[src/rtl/rns_mod11_pkg.sv]
// Shared definitions for the mod-11 RNS channel: one-hot residue type, FSM
// states, and the one-hot doubling/increment primitives used by the adders.
package rns_mod11_pkg;

  localparam int MOD11   = 11;
  localparam int OHC11_W = 11;

  typedef logic [OHC11_W-1:0] ohc11_t;

  localparam ohc11_t OHC11_ZERO = 11'b00000000001;

  typedef enum logic [1:0] {
    IDLE  = 2'd0,
    SHIFT = 2'd1,
    DONE  = 2'd2
  } state_t;

  // Doubling mod 11 is a pure wire permutation: residue j comes from residue
  // 6*j, since 6 is the inverse of 2 mod 11.
  function automatic ohc11_t ohc11_double(input ohc11_t a);
    ohc11_t d;
    for (int j = 0; j < OHC11_W; j++) begin
      d[j] = a[(6 * j) % MOD11];
    end
    return d;
  endfunction

  // +1 mod 11 is a left rotate; residue 10 wraps to residue 0.
  function automatic ohc11_t ohc11_inc(input ohc11_t a);
    return {a[OHC11_W-2:0], a[OHC11_W-1]};
  endfunction

endpackage

[src/rtl/ohc_11_step.sv]
// One Horner step of the serial mod-11 encoder: acc_next = (2*acc + b) mod 11,
// with acc and acc_next in one-hot form. Purely combinational.
module ohc_11_step
  import rns_mod11_pkg::*;
(
  input  logic [OHC11_W-1:0] acc,
  input  logic               b,
  output logic [OHC11_W-1:0] acc_next
);

  logic [OHC11_W-1:0] dbl;

  assign dbl      = ohc11_double(acc);
  assign acc_next = b ? ohc11_inc(dbl) : dbl;

endmodule

[src/rtl/binary_to_ohc_11.sv]
// Serial binary-to-one-hot mod-11 encoder: consumes one operand bit per clock,
// MSB first, and presents the residue as an 11-bit one-hot code.
module binary_to_ohc_11
  import rns_mod11_pkg::*;
#(
  parameter int W = 16
) (
  input  logic               clk,
  input  logic               rst,
  input  logic               in_valid,
  output logic               in_ready,
  input  logic [W-1:0]       in_data,
  output logic               out_valid,
  input  logic               out_ready,
  output logic [OHC11_W-1:0] out_ohc
);

  localparam int CNT_W = $clog2(W);

  state_t             state;
  logic [OHC11_W-1:0] acc;
  logic [OHC11_W-1:0] acc_next;
  logic [W-1:0]       shreg;
  logic [CNT_W-1:0]   cnt;

  ohc_11_step u_step (
    .acc      (acc),
    .b        (shreg[W-1]),
    .acc_next (acc_next)
  );

  // NOTE: state registers use non-blocking assignments so every flop samples
  // pre-edge values regardless of statement order.
  always_ff @(posedge clk or posedge rst) begin
    if (rst) begin
      state <= IDLE;
      acc   <= OHC11_ZERO;
      shreg <= '0;
      cnt   <= '0;
    end else begin
      case (state)
        IDLE: begin
          if (in_valid) begin
            shreg <= in_data;
            acc   <= OHC11_ZERO;
            cnt   <= CNT_W'(W - 1);
            state <= SHIFT;
          end
        end
        SHIFT: begin
          acc   <= acc_next;
          shreg <= {shreg[W-2:0], 1'b0};
          cnt   <= cnt - CNT_W'(1);
          if (cnt == '0) begin
            state <= DONE;
          end
        end
        DONE: begin
          if (out_ready) begin
            state <= IDLE;
          end
        end
        default: state <= IDLE;
      endcase
    end
  end

  // Handshake flags are decoded straight from the state register, so reset
  // clears them asynchronously along with the FSM.
  assign in_ready  = (state == IDLE);
  assign out_valid = (state == DONE);
  assign out_ohc   = out_valid ? acc : '0;

endmodule

[config.mk]
export PLATFORM = sky130hd
export DESIGN_NAME = binary_to_ohc_11
export DESIGN_NICKNAME = d
export VERILOG_FILES = /design/src/rtl/rns_mod11_pkg.sv /design/src/rtl/ohc_11_step.sv /design/src/rtl/binary_to_ohc_11.sv
export SDC_FILE = /design/constraint.sdc
export NUM_CORES = 1
export LEC_CHECK = 0
export ABC_AREA = 1
export BUFFER_PORTS_ARGS = -buffer_cell sky130_fd_sc_hd__buf_2
export CORE_ASPECT_RATIO = 1.2
export CORE_MARGIN = 2
export CORE_UTILIZATION = 49
export DETAILED_ROUTE_END_ITERATION = 12
export GPL_ROUTABILITY_DRIVEN = 1
export GPL_TIMING_DRIVEN = 0
export PLACE_DENSITY = 0.75
export SLEW_MARGIN = 20
export SYNTH_ARGS = -nofsm -noshare
export SYNTH_HDL_FRONTEND = slang
export SYNTH_SLANG_ARGS = --single-unit
[constraint.sdc]
create_clock -name clk -period 1 [get_ports clk]
set_input_delay 0.15 -clock clk [delete_from_list [all_inputs] [get_ports clk]]
set_output_delay 0.15 -clock clk [all_outputs]
set_load 0.1 [all_outputs]
Word level (Yosys, flattened, before mapping)
Cells that the tools add are included.
Operators by class
  add/sub/neg operators: 1
  equal/unequal tests: 7
  mux-type cells: 12
  reductions and logical operators: 7
Operator list (number)
  $mux W11: 3
  $pmux W16 S2: 1
  $pmux W11 S2: 1
  $mux W16: 1
  $reduce_and A3 Y1: 3
  $ne A2 B2 Y1 const B: 4
  $pmux W4 S2: 1
  $mux W2: 3
  $pmux W2 S3: 1
  $logic_not A4 Y1: 1
  $mux W4: 1
  $sub A4 B1 Y4 const B: 1
  $eq A2 B1 Y1 const B: 1
  $eq A2 B2 Y1 const B: 1
  $logic_not A2 Y1: 1
  $ne A2 B1 Y1 const B: 1
  $reduce_and A2 Y1: 1
  $reduce_bool A2 Y1: 1
Storage, ports and cells
  register bits after elaboration: 33
  input bits: 20
  output and inout bits: 13
  word-level logic and storage cells: 33

Depth between registers and ports, before layout
  word-level depth: 3
  depth in mapped cells: 7
  depth with buffers taken out: 7

Modules after synthesis
Synthesis repeated with hierarchy kept, for this count alone.
Unflattened totals
  cells, all modules: 223
  area, all modules: 1745.4 µm²
Modules (own cells, without submodules)
  binary_to_ohc_11: times used 1, cells each 187, area each 1599.0 µm², seq. area each 827.0 µm²
  ohc_11_step: times used 1, cells each 36, area each 146.4 µm², seq. area each 0.0 µm²

Worst setup path after synthesis
OpenSTA, ideal clock, no wires.
  kind: reg-to-reg
  start point: register state[0]
  end point: register shreg[0]
  setup time: 83 ps
  arrival time: 2283 ps
  required time: 917 ps
  path slack: -1366 ps
  stages on the path, launching flop included: 6
  path buffers: 0
  clock period less this slack: 2366 ps
  cell sequence: dfrtp_1 nor2_1 nand2_1 inv_1 nand2_1 o21ai_0
Between the ends
  word-level cells in the longest chain between the ends: 3
  elaborated cells between the ends (all ways): 6
  those cells by class: 2 x eq/ne; 1 x mux; 3 x reduce/logical
Ends and longest elaborated chain
  start: declaration: RTL line binary_to_ohc_11.sv:20  | state_t state;
  start signal: assignment: RTL line binary_to_ohc_11.sv:36  | state <= IDLE;
  start signal: assignment: RTL line binary_to_ohc_11.sv:47  | state <= SHIFT;
  start signal: assignment: RTL line binary_to_ohc_11.sv:55  | state <= DONE;
  $logic_not A2 Y1 (*)
  named net in_ready: RTL line binary_to_ohc_11.sv:11  | output logic in_ready,
  $ne A2 B2 Y1 (no line) / $reduce_bool A2 Y1 (equally long branches)
  $reduce_and A2 Y1 (no line)
  end signal: assignment: RTL line binary_to_ohc_11.sv:44  | shreg <= in_data;
  end signal: assignment: RTL line binary_to_ohc_11.sv:52  | shreg <= {shreg[W-2:0], 1'b0};
  end: declaration: RTL line binary_to_ohc_11.sv:23  | logic [W-1:0] shreg;
The timed path passes the listed nets; every way through them passes the cells marked *.
A chain may end at the register's enable or synchronous reset.

Worst setup path after layout
  start point: register state[0]
  end point: output port out_ohc[4]
Between the ends
  word-level cells in the longest chain between the ends: 2
Ends and longest elaborated chain
  $eq A2 B2 Y1: RTL line binary_to_ohc_11.sv:71  | assign out_valid = (state == DONE);
  $mux W11: RTL line binary_to_ohc_11.sv:72  | assign out_ohc = out_valid ? acc : '0;
  end: declaration: RTL line binary_to_ohc_11.sv:15  | output logic [OHC11_W-1:0] out_ohc
Every way passes these cells.

==> results.md <==
* Status: complete, but fails checks
* Failing checks: negative hold slack, negative setup slack
* Top sig layer: met4
* Yosys warns at 0
* Worst-Skew Late Latency at 0.28 ns
* Global-route wire length before repair at 7820 µm
* Critical path capture point type: primary output
* Critical Path Start Type: flip-flop
* Sequential area share after synthesis at 0.481
* Crit path arrival time at 1.30 ns
* Largest net degree at the start of global routing at 34
* Initial DRC count at 77
* Max-cap violation count at 0
* Met3 Wirelength at 284 µm
* Worst path cell trace: inv_2 -> nand2_4 -> buf_12 -> nor2_4 -> buf_12
* Number of synthesized register bits at 33
* FP Rows at 23
* WL met2 at 2610 µm
* IO Count at 33
* Count of buffers from port buffering at 32
* Die area at 4000 µm²
* Layout area overhead at 64.1%
* Drc violations at 0
* Net Count, Synth at 235
* Leakage Power at 1.30 nW
* Hpwl dp at 2590 µm
* Launching point of the worst reg2reg path: state[0]
* Synth Instances at 214
* Critical path required time at 0.85 ns
* Via/cell ratio at 5.51
* Initial antenna violation count at 0
* CP max stage cell: dfrtp_2
* Hold_ws at -0.0240 ns
* Max clock buf depth at 2
* Most frequent cells in the layout: nand2_1 (44), inv_1 (31), dfrtp_1 (30)
* Most used cell, CP: buf_12
* Clock Root Buffer: clkbuf_8
* H-tree levels at 2
* WL final at 5200 µm
* Endpoints failing hold at 32
* Post-synth cell types at 19
* Part of the cycle the worst path needs at 1.45
* RR Endpoint: shreg[1]
* Hold Path Class: in -> async
* Pwr/cell area at 3020 nW/µm²
* Crit Path Class: reg -> out
* GRT overflow at 0
* Largest family of logic cells by synthesized area: compound AO/OA/AOI/OAI gates
* Routability Congestion at 0.872
* Final instance area at 2820 µm²
* Area fraction in compound gates after synthesis at 0.212
* Final setup margin at -0.451 ns
* Mux share of post-synthesis cell area at 0
* Pwr Total at 8.50 mW
* DR vias at 1731
* Router iterations before antenna repair at 4
* Synthesized area at 1720 µm²
* Synth Area in XOR/XNOR at 0
* Crit path to: out_ohc[4]
* Clock skew at 0.00922 ns
* Most common cell after layout, fill and taps aside: nand2_1
* WL/cell at 16.6 µm
* Core area at 3340 µm²
* Final setup violation count at 46
* Post-route ant nets at 0
* Post-DP Area at 2050 µm²
* Worst-margin pin slew at 0.700 ns
* # diodes at 0
* RSZ-0062 raised after global routing: true
* Reg clk slew, reported paths at 0.07 ns
* Peak VDD IR at 2.69 mV
* Worst R2R Setup Slack at -0.43 ns
* Util after Layout at 0.844
* Slew HR at 0.533
* Crit-path max cell delay at 0.41 ns
* Starting density of the core at 0.515
* Fin. max-slew vios at 0
* Layout cells sized above 1 at 0.455
* Vias in the first global route at 1665
* CP max FO at 5
* CTS tree: built
* Area share of fa/ha/maj cells after synthesis at 0.00728
* Post-synthesis simple-gate area fraction at 0.162
* CTS buffer count at 5
* Fin crit period at 1.45 ns
* Nets at 297
* Worst-case reg-to-reg path depth at 7
* Gr usage total at 0.267
* Max Freq at 689 MHz
* Die width at 58.1 µm
* Fill count at 189
* Die Y at 68.9 µm
* CP startpoint: state[0]
* Mean Syn Cell Area at 8.03 µm²
* CTS Sinks at 33
* M1 WL at 2120 µm
per-layer routing:
| metal | vias up | global-route usage |
|---|---|---|
| li1 | 813 | - |
| met1 | 818 | 0.328 |
| met2 | 80 | 0.472 |
| met3 | 20 | 0.0485 |
| met4 | 0 | 0.0959 |
| met5 | - | 0 |
sequential cells by signal, summed over array words and instances (netlist names):
name	cells
shreg	16
state	2
acc	11
cnt	4
power breakdown:
part / switching [mW] / internal, mW / total (mW)
logic: 2.93 / 2.30 / 5.22
registers: 0.325 / 1.97 / 2.30
clock network: 0.488 / 0.495 / 0.983
critical path, delay by kind of cell, from the launching register on:
kind | cells | cell delay [ns]
flops | 1 | 0.41
simple gates | 2 | 0.19
buf+inv | 3 | 0.41
stage by stage:
step           setup TNS (ns)  setup WS [ns]  hold slack (ns)  instances
6_report               -17.26         -0.451          -0.0240        314
5_1_grt                -18.82         -0.481           0.0323        314
4_1_cts                -16.42         -0.453          0.00427        313
3_5_place_dp           -10.04         -0.448            0.299        283
3_3_place_gp           -21.77         -0.485            0.346        283
2_1_floorplan           -7.96         -0.402            0.255        214
layout make-up:
cell class	count	area, µm²	share of cell area
multi-input combinational	134	893	0.317
sequential	33	830	0.294
timing repair buffer	53	669	0.237
inverter	38	161	0.0573
buffer	11	139	0.0493
clock buffer	8	80.1	0.0284
tap	37	46.3	0.0164
worst min-delay path by stage:
stage / cells past startpoint / to / start
floorplan: 1 / state[1] / out_ready
global placement: 2 / state[1] / out_ready
detailed placement: 2 / shreg[10] / rst
CTS: 2 / shreg[10] / rst
global route: 2 / cnt[0] / rst
finish: 2 / cnt[0] / rst
synth_stat cells, drive strengths merged:
cell type  instances  area [µm²]
nand2             52         203
o21ai             46         264
inv               38         143
dfrtp             32         801
nor2              16        60.1
buf               11        93.8
o211ai             9        67.6
nand3              3        15.0
o22ai              3        18.8
a21oi              1        5.00
dfstp              1        26.3
ha                 1        12.5
o21a               1        8.76
kinds of logic after synthesis:
logic type      after synthesis
flops                        33
compound gates               60
fa+ha+maj                     1
simple gates                 71
buf+inv                      49
what timing repair did:
action	in CTS	in global routing
pin swaps	6	8
setup endpoints to repair	46	46
buffers inserted	12	1
gates resized for setup	95	19
hold buffers	0	0
cloned	10	0
Power figures use the tool's default switching activity.
